===== config.mk =====
export PLATFORM = sky130hd
export DESIGN_NAME = program_counter_stack
export DESIGN_NICKNAME = d
export VERILOG_FILES = /design/src/rtl/program_counter_stack.sv
export SDC_FILE = /design/constraint.sdc
export NUM_CORES = 1
export LEC_CHECK = 0
export ABC_AREA = 1
export ABC_CLOCK_PERIOD_IN_PS = 4900
export BUFFER_PORTS_ARGS = -buffer_cell sky130_fd_sc_hd__buf_2
export CORE_UTILIZATION = 35
export DETAILED_ROUTE_END_ITERATION = 10
export PLACE_DENSITY_LB_ADDON = 0.12
export SYNTH_ARGS = -nofsm -noshare
export SYNTH_HDL_FRONTEND = slang
export SYNTH_SLANG_ARGS = --single-unit

===== constraint.sdc =====
create_clock -name Clock -period 4.9 [get_ports Clock]
set_clock_uncertainty 0.15 [all_clocks]
set_input_delay 0.98 -clock Clock [delete_from_list [all_inputs] [get_ports Clock]]
set_output_delay 0.98 -clock Clock [all_outputs]
set_load 0.05 [all_outputs]

===== src/rtl/program_counter_stack.sv =====
// Fetch-stage program counter with signed branches, stall, and a hardware
// return-address stack reporting full/empty and a sticky overflow/underflow error.
module program_counter_stack #(
  parameter int unsigned           ADDR_WIDTH   = 16,
  parameter int unsigned           OFFSET_WIDTH = 9,
  parameter int unsigned           STACK_DEPTH  = 8,
  parameter int unsigned           INCREMENT    = 1,
  parameter logic [ADDR_WIDTH-1:0] RESET_VECTOR = '0
) (
  input  logic                    Clock,
  input  logic                    nReset,
  input  logic                    Stall,
  input  logic                    LoadEnable,
  input  logic [ADDR_WIDTH-1:0]   LoadValue,
  input  logic                    OffsetEnable,
  input  logic [OFFSET_WIDTH-1:0] Offset,
  input  logic                    CallEnable,
  input  logic                    ReturnEnable,
  input  logic                    ErrorClear,
  output logic [ADDR_WIDTH-1:0]   CounterValue,
  output logic                    StackFull,
  output logic                    StackEmpty,
  output logic                    StackError
);

  localparam int unsigned           PTR_WIDTH  = $clog2(STACK_DEPTH);
  localparam logic [PTR_WIDTH:0]    COUNT_ONE  = (PTR_WIDTH+1)'(1);
  localparam logic [PTR_WIDTH:0]    COUNT_FULL = (PTR_WIDTH+1)'(STACK_DEPTH);
  localparam logic [ADDR_WIDTH-1:0] INC_STEP   = ADDR_WIDTH'(INCREMENT);

  typedef enum logic [2:0] {
    OP_HOLD,
    OP_RETURN,
    OP_UNDERFLOW,
    OP_CALL,
    OP_OVERFLOW,
    OP_LOAD,
    OP_OFFSET,
    OP_INC
  } op_t;

  logic [ADDR_WIDTH-1:0] pc, pc_next;
  logic [PTR_WIDTH:0]    count, count_next;
  logic                  error, error_next;
  logic                  push;
  op_t                   op;

  logic [ADDR_WIDTH-1:0] stack_mem [STACK_DEPTH];

  logic [ADDR_WIDTH-1:0] pc_inc;
  logic [ADDR_WIDTH-1:0] offset_ext;
  logic [PTR_WIDTH-1:0]  top_idx;
  logic                  full, empty;

  assign pc_inc     = pc + INC_STEP;
  assign offset_ext = ADDR_WIDTH'($signed(Offset));
  assign top_idx    = PTR_WIDTH'(count - COUNT_ONE);
  assign full       = (count == COUNT_FULL);
  assign empty      = (count == '0);

  // Priority decode: only the highest-ranked request acts this cycle.
  always_comb begin
    op = OP_INC;
    if (Stall)             op = OP_HOLD;
    else if (ReturnEnable) op = empty ? OP_UNDERFLOW : OP_RETURN;
    else if (CallEnable)   op = full ? OP_OVERFLOW : OP_CALL;
    else if (LoadEnable)   op = OP_LOAD;
    else if (OffsetEnable) op = OP_OFFSET;
  end

  always_comb begin
    pc_next    = pc;
    count_next = count;
    error_next = error;
    push       = 1'b0;
    // Clear first so a same-cycle overflow/underflow wins below.
    if (op != OP_HOLD && ErrorClear) error_next = 1'b0;
    unique case (op)
      OP_HOLD: ;
      OP_RETURN: begin
        pc_next    = stack_mem[top_idx];
        count_next = count - COUNT_ONE;
      end
      OP_UNDERFLOW: begin
        pc_next    = pc_inc;
        error_next = 1'b1;
      end
      OP_CALL: begin
        pc_next    = LoadValue;
        count_next = count + COUNT_ONE;
        push       = 1'b1;
      end
      OP_OVERFLOW: begin
        pc_next    = LoadValue;
        error_next = 1'b1;
      end
      OP_LOAD:   pc_next = LoadValue;
      OP_OFFSET: pc_next = pc + offset_ext;
      OP_INC:    pc_next = pc_inc;
      default:   pc_next = pc_inc;
    endcase
  end

  always_ff @(posedge Clock or negedge nReset) begin
    if (!nReset) begin
      pc    <= RESET_VECTOR;
      count <= '0;
      error <= 1'b0;
    end else begin
      pc    <= pc_next;
      count <= count_next;
      error <= error_next;
    end
  end

  // Entry storage carries no reset; contents are meaningless while count is 0.
  always_ff @(posedge Clock) begin
    if (push) stack_mem[count[PTR_WIDTH-1:0]] <= pc_inc;
  end

  assign CounterValue = pc;
  assign StackFull    = full;
  assign StackEmpty   = empty;
  assign StackError   = error;

endmodule


==> summary.txt <==
Route
  • DR pass1 iterations: 5
  • Remaining DRCs: 0
  • Via density: 5.08
  • WL per Instance: 18.1 um
  • Initial DRC Count: 393
  • Total number of vias: 5,902
  • Routed wire length: 21.1 mm
  • Final ANT Viol Nets: 0

CTS
  • Clock tree buffer depth: 2
  • CTS H-tree lvls: 4
  • # clock sinks: 149
  • CTS tree: built
  • Worst-Skew Late Latency: 0.43 ns
  • Clock Root Buffer: clkbuf_16
  • Num CTS Buffers: 17
  • Clk pin slew, worst setup/hold paths: 0.06 ns
  • Postcts setup bufs: 0
  • Hold_buf cts: 0
  • Post-cts sizing count: 0

Critical path
  • Crit path cell chain: inv_1 -> ha_1 -> nand2_2 -> a21oi_4 -> nand4_4 -> clkinv_1 -> nand2_1 -> nor3_2 -> buf_4
  • CP Depth: 9
  • Critical Path End Type: register
  • Worst r2r src: count[1]
  • Critical Path RT: 4.88 ns
  • Arrival @ worst endpoint: 3.37 ns
  • Critical path's top delay family: simple AND/OR/NAND/NOR gates
  • Peak per-stage delay on the critical path: 0.57 ns
  • Reg2Reg Depth: 9
  • CP max stage cell: nor3_2
  • Critical Path Start Type: register
  • CP Max Fanout: 17
  • CP bufs+invs: 3
  • Worst R2R Setup Slack: 1.50 ns
  • Critical path class: register to register
  • Crit. Startpoint: count[1]

Die
  • Die area: 22,500 um2
  • Row Count: 53
  • Core Region: 21,200 um2
  • Die height: 150 um
  • Die width: 150 um
  • Num ports: 52
  • Initial core utilization: 0.361

Timing
  • Final TNS setup: 0 ns
  • Tmin final: 3.40 ns
  • Final setup margin: 1.50 ns
  • Final Setup Violations: 0
  • Max Clock Freq: 0.294 GHz
  • Final worst hold slack: 0.379 ns
  • Period utilisation layout: 0.693
  • RSZ-0062 raised after global routing: false
  • Slew HR: 0.226
  • Endpoints failing hold: 0
  • Fin. max-slew vios: 0
  • Slew @ Worst Pin: 1.16 ns

Yosys
  • Post-synth cell types: 40
  • Syn_area_per_cell: 9.29 um2
  • Dominant synthesized flop cell: edfxtp_1
  • Yosys top cell area share: 0.502
  • Number of flops mapped to enable cells by yosys: 128
  • Cell count after synthesis: 824
  • Synth area leader: edfxtp_1
  • Mapped cell area: 7660 um2
  • Top cells by area, synth: edfxtp_1 50%, nand2_1 12%, dfrtp_1 6.9%
  • Async SR Flop Fraction: 0.141
  • Ys Warns: 0
  • Sequential area share after synthesis: 0.571
  • Synth Net Count: 876
  • Yosys reg bits: 149

Global routing
  • GRT Util Overall: 0.199
  • First-pass GRT wire length: 32.8 mm
  • Total gr overflow: 0
  • Largest net degree at the start of global routing: 69
  • Initial antenna violation count: 0
  • Vias in the first global route: 5,749

Placement
  • Setup WS pre-CTS: 1.22 ns
  • Port buffer count: 51
  • RD Place Congestion: 0.874
  • Post-DP HPWL: 14.1 mm

Job
  • Max_cap viols: 0

Pwr
  • Peak supply drop: 0.466 mV
  • PwrDens: 699 nW/um2
  • P_leak: 3.56 nW

Final layout
  • Antenna Cells: 0
  • Area growth, synth to finish: 14.7%
  • Final nets: 926
  • Fraction of layout instances using a drive strength above 1: 0.143
  • Final Util: 0.414

Hold path
  • Hold Path Class: input pin to async pin

Status
  • Status: complete, no violations
-- routing by layer --
layer  GRT usage  vias up  wire (um)
met1       0.274     2831      10100
li1            -     2916          -
met3      0.0384       23        881
met2       0.316      132       9760
met5           0        -          0
met4      0.0611        0        301
-- logic make-up after synthesis --
kind of cell	count (synthesis)	synth area share
flip-flops	149	0.571
AO/OA/AOI/OAI	110	0.0827
AND/OR/NAND/NOR	428	0.241
adder cells (fa/ha/maj)	19	0.0320
buffers and inverters	101	0.0534
XOR/XNOR	17	0.0204
-- worst paths after layout --
kind | end
worst max-delay path | stack_mem[1][5]
worst min-delay path | StackError
worst max register to register | stack_mem[1][5]
worst min register to register | StackError
max in group asynchronous | count[0]
min in group Clock | StackError
-- report_power, final --
| part | switching (mW) | total [mW] | internal (mW) |
|---|---|---|---|
| clock network | 0.519 | 1.27 | 0.749 |
| logic | 2.18 | 2.99 | 0.816 |
| registers | 0.182 | 1.88 | 1.70 |
| total | 2.88 | 6.14 | 3.26 |
-- cell usage in the layout, fill, tap and decap left out, types with 2 or more instances in the layout --
cell type,n
nand2_1,242
edfxtp_1,128
nor2_1,71
nand3_1,63
inv_1,59
o21ai_0,57
buf_2,51
dfrtp_1,20
nand4_1,18
ha_1,18
clkbuf_16,17
a21oi_1,16
o221ai_1,13
xor2_1,12
o22ai_1,11
buf_4,11
o21ai_1,9
inv_2,8
nor2_2,7
or2_2,6
nand2_2,4
xnor2_1,4
nor3_1,4
clkinv_1,4
clkinvlp_4,4
nor3_2,3
and2_1,3
clkbuf_1,3
inv_6,2
clkinv_2,2
bufinv_16,2
-- synth_stat cells (all sizes together), types with 3 or more instances --
master	instances
a21oi	17
and2	3
buf	10
clkbuf	21
clkinv	3
dfrtp	21
edfxtp	128
ha	18
inv	67
nand2	247
nand3	65
nand4	20
nor2	79
nor3	7
o21ai	66
o221ai	13
o22ai	11
or2	6
xnor2	5
xor2	12
-- flip-flops by register name, summed over array words and instances, names as in the netlist --
signal        flops
stack_mem       128
CounterValue     16
count             4
StackError        1
-- stage by stage --
step,power (mW),instances,cell area [um2]
after detailed placement,4.89,1130,8220
after CTS,6.17,1162,8790
final,6.14,1162,8790
after floorplan,3.90,824,7660
after global routing,6.55,1162,8790
after global placement,4.91,1130,8220
-- area by class of cell --
class                           count  area (um2)
Clock buffer                       20         437
Tap cell                          275         344
Inverter                           70         263
Multi-Input combinational cell    574        2900
Timing Repair Buffer               62         338
Sequential cell                   149        4370
Fill cell                        2162       12400
Clock inverter                     12         130
Power figures use the tool's default switching activity.
